==> src/rtl/serial_frame_pkg.sv <==
// serial_frame_pkg
// Shared types and line-level constants for the serial frame link.
// Contents:
//   state_t     - receiver FSM states (PARITY is only reached when the
//                 PARITY_EN macro is defined)
//   IDLE_LEVEL  - level of an idle line
//   START_LEVEL - level of a start bit
//   STOP_LEVEL  - level of a stop bit
package serial_frame_pkg;

  typedef enum logic [1:0] {
    IDLE   = 2'd0,
    DATA   = 2'd1,
    PARITY = 2'd2,
    STOP   = 2'd3
  } state_t;

  localparam logic IDLE_LEVEL  = 1'b1;
  localparam logic START_LEVEL = 1'b0;
  localparam logic STOP_LEVEL  = 1'b1;

endpackage

==> src/rtl/serial_frame_rx_sipo_shift.sv <==
// sipo_shift
// WIDTH-bit serial-in / parallel-out shift register. New bits enter at the
// MSB end, so after WIDTH shifts of an LSB-first stream the word sits in
// natural bit order.
// Ports:
//   clk   - clock, rising edge
//   clr   - synchronous active-low clear (dominates shift)
//   shift - shift enable
//   din   - serial input bit
//   q     - parallel contents
module sipo_shift #(
  parameter int WIDTH = 8
) (
  input  logic             clk,
  input  logic             clr,
  input  logic             shift,
  input  logic             din,
  output logic [WIDTH-1:0] q
);

  // A one-bit register has no lower bits to move along, so it is a
  // plain enabled load.
  generate
    if (WIDTH == 1) begin : g_single
      always_ff @(posedge clk) begin
        if (!clr) begin
          q <= '0;
        end else if (shift) begin
          q <= din;
        end
      end
    end else begin : g_multi
      always_ff @(posedge clk) begin
        if (!clr) begin
          q <= '0;
        end else if (shift) begin
          q <= {din, q[WIDTH-1:1]};
        end
      end
    end
  endgenerate

endmodule

==> src/rtl/serial_frame_rx.sv <==
// serial_frame_rx
// Serial frame receiver: start bit (0), WIDTH data bits LSB first, optional
// even-parity bit, stop bit (1). The line is sampled only on clock edges
// where the external strobe en is high, so any bit rate up to one bit per
// clock is supported.
// Configuration macro: PARITY_EN - when defined, an even-parity bit follows
// the data bits and mismatches raise par_err; when undefined, no parity bit
// is expected and par_err is tied low.
// Ports:
//   clk       - clock, rising edge
//   rst       - synchronous active-low reset
//   en        - bit-sample strobe
//   d         - synchronised serial line, idle high
//   q         - last good received word
//   valid     - one-cycle pulse, q holds a new good word
//   frame_err - one-cycle pulse, stop bit sampled low
//   par_err   - one-cycle pulse, parity mismatch
//   busy      - frame in progress
module serial_frame_rx
  import serial_frame_pkg::*;
#(
  parameter int WIDTH = 8
) (
  input  logic             clk,
  input  logic             rst,
  input  logic             en,
  input  logic             d,
  output logic [WIDTH-1:0] q,
  output logic             valid,
  output logic             frame_err,
  output logic             par_err,
  output logic             busy
);

  localparam int CW = $clog2(WIDTH + 1);

  state_t           state;
  logic [CW-1:0]    cnt;
  logic [WIDTH-1:0] shreg;
  logic             shift_en;
  logic             par_ok;

  assign shift_en = en && (state == DATA);
  assign busy     = (state != IDLE);

  sipo_shift #(
    .WIDTH(WIDTH)
  ) u_shift (
    .clk  (clk),
    .clr  (rst),
    .shift(shift_en),
    .din  (d),
    .q    (shreg)
  );

`ifdef PARITY_EN
  logic par_bit;

  // Even parity: data bits and parity bit together must XOR to zero.
  assign par_ok = ~(^{shreg, par_bit});
`else
  assign par_ok  = 1'b1;
  assign par_err = 1'b0;
`endif

  // Frame FSM with the counter and all registered outputs. Pulses default
  // low every cycle so they can only be high for the one cycle after the
  // stop-bit sample.
  always_ff @(posedge clk) begin
    if (!rst) begin
      state     <= IDLE;
      cnt       <= '0;
      q         <= '0;
      valid     <= 1'b0;
      frame_err <= 1'b0;
`ifdef PARITY_EN
      par_err   <= 1'b0;
      par_bit   <= 1'b0;
`endif
    end else begin
      valid     <= 1'b0;
      frame_err <= 1'b0;
`ifdef PARITY_EN
      par_err   <= 1'b0;
`endif
      case (state)
        IDLE: begin
          if (en && (d == START_LEVEL)) begin
            state <= DATA;
            cnt   <= '0;
          end
        end

        // The shift itself happens in sipo_shift; here we only count.
        // The counter stops at WIDTH, which still fits in CW bits.
        DATA: begin
          if (en) begin
            cnt <= cnt + 1'b1;
            if (cnt == CW'(WIDTH - 1)) begin
`ifdef PARITY_EN
              state <= PARITY;
`else
              state <= STOP;
`endif
            end
          end
        end

`ifdef PARITY_EN
        PARITY: begin
          if (en) begin
            par_bit <= d;
            state   <= STOP;
          end
        end
`endif

        // Framing and parity faults are reported independently and can
        // fire together; either one keeps q at its previous good word.
        STOP: begin
          if (en) begin
            state <= IDLE;
            if ((d == STOP_LEVEL) && par_ok) begin
              q     <= shreg;
              valid <= 1'b1;
            end
            if (d != STOP_LEVEL) begin
              frame_err <= 1'b1;
            end
`ifdef PARITY_EN
            if (!par_ok) begin
              par_err <= 1'b1;
            end
`endif
          end
        end

        default: state <= IDLE;
      endcase
    end
  end

endmodule

==> config.mk <==
export PLATFORM = sky130hd
export DESIGN_NAME = serial_frame_rx
export DESIGN_NICKNAME = d
export VERILOG_FILES = /design/src/rtl/serial_frame_pkg.sv /design/src/rtl/serial_frame_rx_sipo_shift.sv /design/src/rtl/serial_frame_rx.sv
export SDC_FILE = /design/constraint.sdc
export NUM_CORES = 1
export LEC_CHECK = 0
export ABC_CLOCK_PERIOD_IN_PS = 1700
export CAP_MARGIN = 10
export CELL_PAD_IN_SITES_DETAIL_PLACEMENT = 0
export CELL_PAD_IN_SITES_GLOBAL_PLACEMENT = 2
export CORE_UTILIZATION = 32
export CTS_CLUSTER_SIZE = 25
export DETAILED_ROUTE_END_ITERATION = 8
export PLACE_DENSITY_LB_ADDON = 0.15
export SKIP_CTS_REPAIR_TIMING = 1
export SLEW_MARGIN = 30
export SYNTH_ARGS = -nofsm -noshare
export SYNTH_HDL_FRONTEND = slang
export SYNTH_SLANG_ARGS = --single-unit
==> constraint.sdc <==
create_clock -name clk -period 1.7 [get_ports clk]
set_input_delay 0.34 -clock clk [delete_from_list [all_inputs] [get_ports clk]]
set_output_delay 0.34 -clock clk [all_outputs]
set_load 0.005 [all_outputs]
==> impl_metrics.csv, run 1 <==
group,metric,value,unit
outcome,status,"complete, but fails checks",
outcome,failed_checks,"DRC",
setup_path,cpMaxStageDelayCell,"clkdlybuf4s50_1",
global_route,gr-total-overflow,0,
clock_network,h-tree-depth,1,
timing,report.final.slew_viol_count,0,
floorplanning,dieArea,3240,um^2
drt,vias,819,
placement,hpwlAfterDp,1.32,mm
setup_path,cpPeakStageDelay,500,ps
drt,drt-vias-per-instance,4.93,
layout,postLayoutCellArea,1200,um^2
synth,syn_area,966,um^2
timing,setup_viol,0,
pwr,cellLeakagePower,0.434,nW
floorplanning,core.rowCount,19,
setup_path,crit_buf_inv,1,
drt,wirelength,1.90,mm
synth,seq_area_frac_synth,49.7,%
synth,synth_fp_nets,121,
placement,place_area,1180,um^2
job,maxCapViolations,0,
timing,setup_ws,213,ps
synth,syn_inst,116,
layout,mostFrequentLayoutCell,"nand2_1",
synth,synth-seq-cells,24,
drt,antenna_left,0,
synth,yosys_warnings,0,
timing,period_needed,1490,ps
setup_path,crit_family,"buffers and inverters",
worst_hold_path,hold_class,"flop to flop",
timing,tns,0,ps
layout,final_util,42.9,%
drt,first_pass_iters,6,
clock_network,cts_buffers,3,
setup_path,crit_chain,"clkdlybuf4s50_1",
setup_path,arrival,1150,ps
clock_network,cts_buffer_depth,2,
pwr,clockPowerShare,27.0,%
pwr,p_int,0.678,mW
clock_network,cts.sinks,24,
timing,rsz0062_at_grt,"false",
floorplanning,initial_core_util,34.4,%
setup_path,cp.required,1360,ps
placement,place.port_buffers,14,
layout,fin_nets,142,
timing,min_period_over_period,87.5,%
layout,diodes,0,
layout,layout.cells.non_filler,166,
floorplanning,core_region_area,2810,um^2
layout,drive_above_1_share,14.1,%
timing,skew,3.22,ps
drt,wl_per_cell,11.4,um
placement,place.gp.congestion,0.763,
setup_path,crit_type,"flop to output pin",
setup_path,startpoint_type,"flop",
pwr,power_frac_seq,65.4,%
clock_network,cts_tree,"done",
floorplanning,dieHeight,56.9,um
pwr,p_per_area,723,nW/um^2
floorplanning,die_w,56.9,um
timing,whs,460,ps
clock_network,root_buffer,"clkbuf_4",
placement,placed_cells_incl_taps,163,
global_route,grt_pass1_vias,738,
drt,drt_iter0_markers,27,
timing,fmax,672,MHz
setup_path,crit_path_end_kind,"output pin",
timing,finalHoldViolCount,0,
pwr,power,0.870,mW
global_route,track_usage,13.0,%
global_route,grt_pass1_wl,3.23,mm
synth,synth_cell_types,26,
clock_network,path_clk_slew,120,ps
pwr,combPwrFrac,7.6,%
global_route,grt_start_max_net_pins,21,
pwr,p_sw_share,22.1,%
synth,avgSynthCellArea,8.33,um^2
global_route,grt_antenna_before_repair,0,
layout,area_growth_syn_to_layout,24.5,%
pwr,p_switching,0.192,mW
floorplanning,ios,16,
pwr,ir_worst_vdd,296,uV
drt,drc,6,
placement,dp_slack,-40.8,ps
clock_network,worstSkewPairLatency,300,ps
layout,final_cell_mix,"nand2_1, dfxtp_1, a21oi_1",
setup_path,worstPathMaxFanout,2,
worst min-delay path, stage by stage, from the launching register on:
cell,delay (ps)
dfxtp_1,330
nand2_1,50
a21oi_1,50
final timing paths:
kind,from,slack (ps),depth (start not counted),end
setup / recovery,q[7],210,1,q[7]
hold / removal,q[2],460,2,q[2]
setup reg to reg,state[1],420,4,cnt[3]
hold reg to reg,q[2],460,2,q[2]
routing by layer:
metal | global-route usage, % | vias to the layer above | share of wire [%]
met5 | 0 | - | 0
li1 | - | 430 | -
met3 | 2.72 | 2 | 2.6
met2 | 21.3 | 10 | 47
met4 | 6.27 | 0 | 0.90
met1 | 16.2 | 377 | 49
power by group through the flow:
stage / combinational (mW) / clock (mW) / sequential [mW]
detailed placement: 0.0675 / 0 / 0.581
finish: 0.0660 / 0.235 / 0.568
global route: 0.0726 / 0.286 / 0.570
CTS: 0.0679 / 0.253 / 0.569
floorplan: 0.0396 / 0 / 0.580
global placement: 0.0667 / 0 / 0.581
state kept, by name (all words and copies together) (netlist names):
register,cells
valid,1
frame_err,1
cnt,4
u_shift.q,8
q,8
state,2
cells by family (layout without fill, tap and decap cells):
kind of cell | count (synthesis) | in the layout | synth area share, %
simple gates | 53 | 53 | 28.8
flops | 24 | 24 | 49.7
buf+inv | 10 | 29 | 5.18
mux | 1 | 1 | 1.04
compound gates | 26 | 26 | 13.6
other cells | 1 | 1 | 0.388
fa+ha+maj | 1 | 1 | 1.30
cell usage after synthesis (all sizes together):
cell type	count	area, um^2
a21oi	20	100
a31oi	1	6.26
and2b	1	7.51
and4	1	10.0
and4bb	1	12.5
buf	6	35.0
clkbuf	2	7.51
conb	1	3.75
dfxtp	24	480
ha	1	12.5
inv	2	7.51
mux2i	1	10.0
nand2	26	97.6
nand2b	1	13.8
nand3	10	50.1
nand3b	1	11.3
nand4	1	6.26
nand4b	1	8.76
nor2	2	7.51
nor2b	2	12.5
nor3	2	10.0
o21ai	5	25.0
or2	2	12.5
or2b	1	7.51
or4b	1	10.0
layout make-up:
type / instances / area (um^2)
multi-input cells: 82 / 435
fillers: 307 / 1600
well taps: 31 / 38.8
clock buffers: 3 / 22.5
repair buffers: 24 / 218
inverters: 2 / 7.51
flip-flops and latches: 24 / 480
Note: power is estimated with default switching activity, not from simulation.
==> run 2, diff against run 1 <==
--- a/config.mk
+++ b/config.mk
@@ -6,13 +6,13 @@
 export NUM_CORES = 1
 export LEC_CHECK = 0
 export ABC_CLOCK_PERIOD_IN_PS = 1700
-export CAP_MARGIN = 10
 export CELL_PAD_IN_SITES_DETAIL_PLACEMENT = 0
 export CELL_PAD_IN_SITES_GLOBAL_PLACEMENT = 2
-export CORE_UTILIZATION = 32
+export CORE_UTILIZATION = 30
 export CTS_CLUSTER_SIZE = 25
 export DETAILED_ROUTE_END_ITERATION = 8
 export PLACE_DENSITY_LB_ADDON = 0.15
+export SETUP_SLACK_MARGIN = 0.2
 export SKIP_CTS_REPAIR_TIMING = 1
 export SLEW_MARGIN = 30
 export SYNTH_ARGS = -nofsm -noshare
==> run 2 against run 1 <==
Critical path type is now input port to flop. The flow now finishes without violations. Worst setup slack gained 37 ps. Combinational power grew 1%. Non-clock buffer count is the same. Largest power group unchanged. Die area grew 6.4%.
==> impl_metrics.csv, run 2 (synthesized netlist as in run 1, its figures left out) <==
group,metric,value,unit
global_route,grt_start_max_net_pins,21,
clock_network,worstSkewPairLatency,310,ps
global_route,gr-total-overflow,0,
clock_network,root_buffer,"clkbuf_4",
layout,nFillCells,337,
drt,antenna_left,0,
floorplanning,dieHeight,58.7,um
setup_path,crit_start,"en",
placement,place.gp.congestion,0.699,
worst_hold_path,hold_class,"flop to flop",
clock_network,cts_buffers,3,
setup_path,crit_type,"input port to flop",
drt,vias,813,
floorplanning,core.rowCount,20,
drt,drt-vias-per-instance,4.54,
setup_path,startpoint_type,"input port",
drt,first_pass_iters,4,
setup_path,crit_path_end_kind,"flop",
layout,reg_top3,"q (8), u_shift.q (8), cnt (4)",
clock_network,cts_tree,"done",
timing,period_needed,1450,ps
timing,rsz0062_at_grt,"false",
setup_path,r2r-end,"cnt[3]",
timing,skew,9.91,ps
global_route,grt_pass1_wl,3.37,mm
timing,tns,0,ps
layout,mostFrequentLayoutCell,"nand2_1",
layout,final_cell_mix,"nand2_1, a21oi_1, dfxtp_1",
floorplanning,dieArea,3450,um^2
setup_path,r2r_cells,4,
drt,drt_iter0_markers,23,
setup_path,crit_path_end,"cnt[3]",
timing,fmax,690,MHz
pwr,cellLeakagePower,0.627,nW
setup_path,cp.required,1930,ps
drt,drc,0,
pwr,ir_worst_vdd,229,uV
clock_network,cts_buffer_depth,2,
drt,wl_per_cell,11.2,um
pwr,p_per_area,699,nW/um^2
clock_network,cts.sinks,24,
floorplanning,die_w,58.7,um
timing,setup_viol,0,
setup_path,r2r_slack,380,ps
pwr,power,0.877,mW
global_route,grt_pass1_vias,761,
placement,hpwlAfterDp,1.34,mm
timing,min_period_over_period,85.3,%
placement,place.port_buffers,14,
floorplanning,core_region_area,3050,um^2
layout,drive_above_1_share,20.7,%
floorplanning,initial_core_util,31.6,%
outcome,status,"completed",
setup_path,arrival,1680,ps
floorplanning,ios,16,
drt,wirelength,2.00,mm
timing,finalHoldViolCount,0,
layout,area_growth_syn_to_layout,29.9,%
job,maxCapViolations,0,
global_route,track_usage,13.2,%
setup_path,worstPathMaxFanout,7,
clock_network,path_clk_slew,130,ps
timing,report.final.slew_viol_count,0,
layout,fin_nets,142,
layout,diodes,0,
global_route,grt_antenna_before_repair,0,
setup_path,r2r-start,"state[1]",
clock_network,h-tree-depth,1,
-- run 2: final cells by class --
type / count / area (um^2) / share of cell area [%]
Sequential cell: 24 / 492 / 39.2
Multi-Input combinational cell: 82 / 435 / 34.7
Timing Repair Buffer: 24 / 243 / 19.3
Tap cell: 44 / 55.1 / 4.39
Clock buffer: 3 / 22.5 / 1.79
Inverter: 2 / 7.51 / 0.598
-- run 2: how the worst min path moves through the flow --
stage                     start   endpoint  cells after the start
final                      q[0]       q[0]                      2
after floorplan               d  frame_err                      1
after global routing       q[2]       q[2]                      2
after CTS                  q[0]       q[0]                      2
after global placement     q[0]       q[0]                      2
after detailed placement   q[0]       q[0]                      2
-- run 2: worst max-delay path, stage by stage --
cell,delay (ps)
clkdlybuf4s50_1,640
nand2b_4,70
or4b_1,470
a31oi_1,160
-- run 2: where the power goes --
group | internal (mW) | total [mW] | switching, mW
clock network | 0.0826 | 0.242 | 0.160
logic | 0.0293 | 0.0668 | 0.0376
registers | 0.566 | 0.568 | 0.00247
total | 0.678 | 0.877 | 0.200
-- run 2: per-layer routing --
metal | GRT usage (%) | up-vias | part of all wire (%)
met4 | 7.14 | 0 | 1.0
met3 | 1.98 | 2 | 2.7
met1 | 16.4 | 371 | 49
li1 | - | 431 | -
met5 | 0 | - | 0
met2 | 21.9 | 9 | 47
-- run 2: per-stage QoR --
step           setup slack (ps)  cells  util, %  hold slack (ps)  cell area, um^2
2_1_floorplan               528    116        -              419              966
3_3_place_gp              -1.85    176     39.1              442             1190
3_5_place_dp              -65.2    176     39.1              446             1190
4_1_cts                   -30.7    179     39.8              464             1220
5_1_grt                     223    179     41.1              476             1250
6_report                    250    179     41.1              456             1250
==> run 3, diff against run 2 <==
--- a/config.mk
+++ b/config.mk
@@ -6,8 +6,6 @@
 export NUM_CORES = 1
 export LEC_CHECK = 0
 export ABC_CLOCK_PERIOD_IN_PS = 1700
-export CELL_PAD_IN_SITES_DETAIL_PLACEMENT = 0
-export CELL_PAD_IN_SITES_GLOBAL_PLACEMENT = 2
 export CORE_UTILIZATION = 30
 export CTS_CLUSTER_SIZE = 25
 export DETAILED_ROUTE_END_ITERATION = 8
==> run 3 against run 2 <==
Combinational power shrank 8.8%. First-iteration DRC count fell by 17%. Global-route usage increased by 0.33 points. Hold slack about the same. Clock-buffer cell count increased by 1. Final cell count fell by 0.56%. Sequential power is essentially flat. Critical path depth decreased by 2. Fmax is 1.5% lower. Cell area grew 0.20%. Die area unchanged. Largest cell class unchanged. Sequential cell count is the same.
==> impl_metrics.csv, run 3 (synthesized netlist as in run 1, its figures left out) <==
group,metric,value,unit
outcome,status,"completed",
layout,area_growth_syn_to_layout,30.2,%
pwr,cellLeakagePower,0.626,nW
clock_network,h-tree-depth,1,
setup_path,cp.required,1360,ps
floorplanning,core_region_area,3050,um^2
floorplanning,dieHeight,58.7,um
clock_network,cts_buffers,3,
drt,drt-vias-per-instance,4.63,
floorplanning,ios,16,
clock_network,worstSkewPairLatency,310,ps
job,maxCapViolations,0,
drt,antenna_left,0,
layout,multiInputGateArea,435,um^2
layout,postLayoutCellArea,1260,um^2
timing,min_period_over_period,86.6,%
global_route,grt_start_max_net_pins,21,
drt,vias,824,
timing,finalHoldViolCount,0,
timing,setup_viol,0,
layout,nFillCells,345,
layout,drive_above_1_share,20.9,%
drt,drt_iter0_markers,19,
layout,reg_top3,"q (8), u_shift.q (8), cnt (4)",
pwr,ir_worst_vdd,230,uV
setup_path,startpoint_type,"flop",
clock_network,cts_buffer_depth,2,
layout,diodes,0,
drt,first_pass_iters,4,
placement,placed_cells_incl_taps,172,
placement,hpwlAfterDp,1.36,mm
timing,report.final.slew_viol_count,0,
floorplanning,core.rowCount,20,
clock_network,path_clk_slew,140,ps
timing,skew,11.6,ps
global_route,track_usage,13.5,%
placement,place.gp.congestion,0.809,
clock_network,cts.sinks,24,
placement,place.port_buffers,14,
layout,ff_latch_area,495,um^2
setup_path,crit_type,"flop to output pin",
worst_hold_path,hold_class,"flop to flop",
layout,fin_nets,140,
layout,mostFrequentLayoutCell,"nand2_1",
drt,wl_per_cell,10.9,um
clock_network,root_buffer,"clkbuf_4",
layout,final_cell_mix,"nand2_1, a21oi_1, dfxtp_1",
floorplanning,initial_core_util,31.6,%
drt,wirelength,1.95,mm
global_route,grt_antenna_before_repair,0,
placement,place_area,1160,um^2
drt,drc,0,
timing,fmax,679,MHz
setup_path,arrival,1130,ps
clock_network,cts_tree,"done",
global_route,grt_pass1_wl,3.46,mm
floorplanning,die_w,58.7,um
setup_path,crit_path_end_kind,"output pin",
timing,period_needed,1470,ps
pwr,p_per_area,736,nW/um^2
global_route,gr-total-overflow,0,
floorplanning,dieArea,3450,um^2
timing,rsz0062_at_grt,"true",
layout,layout.cells.non_filler,178,
setup_path,worstPathMaxFanout,7,
global_route,grt_pass1_vias,793,
==> run 3: changes by cell type in the layout (fill, tap and decap cells not counted), sizes merged <==
| cell | before | now |
|---|---|---|
| buf | 10 | 8 |
| clkbuf | 3 | 4 |
==> run 3: power by group <==
part | internal, mW | total, mW | switching, mW | leakage, nW
clock network | 0.131 | 0.298 | 0.167 | 0.0210
logic | 0.0250 | 0.0609 | 0.0360 | 0.406
registers | 0.564 | 0.567 | 0.00236 | 0.199
total | 0.720 | 0.926 | 0.206 | 0.626
==> run 3: worst paths after layout <==
check / cells after the start / slack, ps / from / to
worst min-delay path: 2 / 460 / q[2] / q[2]
worst max register to register: 5 / 250 / state[1] / cnt[3]
worst max-delay path: 2 / 230 / state[1] / busy
worst min register to register: 2 / 460 / q[2] / q[2]
==> run 3: metal layers <==
| metal | GRT usage (%) | up-vias | wire [um] |
|---|---|---|---|
| li1 | - | 426 | - |
| met2 | 23.2 | 5 | 955 |
| met5 | 0 | - | 0 |
| met1 | 16.0 | 391 | 927 |
| met3 | 2.64 | 2 | 43 |
| met4 | 6.80 | 0 | 18 |
==> run 3: critical path, stage by stage, from the launching register on <==
cell and delay (ps):
dfxtp_4 390, or2_2 280, dlymetal6s2s_1 150
==> run 3: area by class of cell <==
cell class / instances / share of cell area, %
repair buffers: 22 / 18.1
multi-input cells: 82 / 34.6
clock buffers: 4 / 2.89
well taps: 44 / 4.38
inverters: 2 / 0.597
flip-flops and latches: 24 / 39.4
==> run 3: stage by stage <==
step | power [mW] | hold WS, ps | util (%) | TNS [ps] | setup WS (ps)
finish | 0.926 | 457 | 41.2 | 0 | 228
global route | 0.980 | 475 | 41.2 | 0 | 172
CTS | 0.943 | 464 | 39.3 | -125 | -125
detailed placement | 0.643 | 447 | 38.1 | -150 | -113
global placement | 0.642 | 442 | 38.1 | -51.3 | -51.3
floorplan | 0.620 | 419 | - | 0 | 528
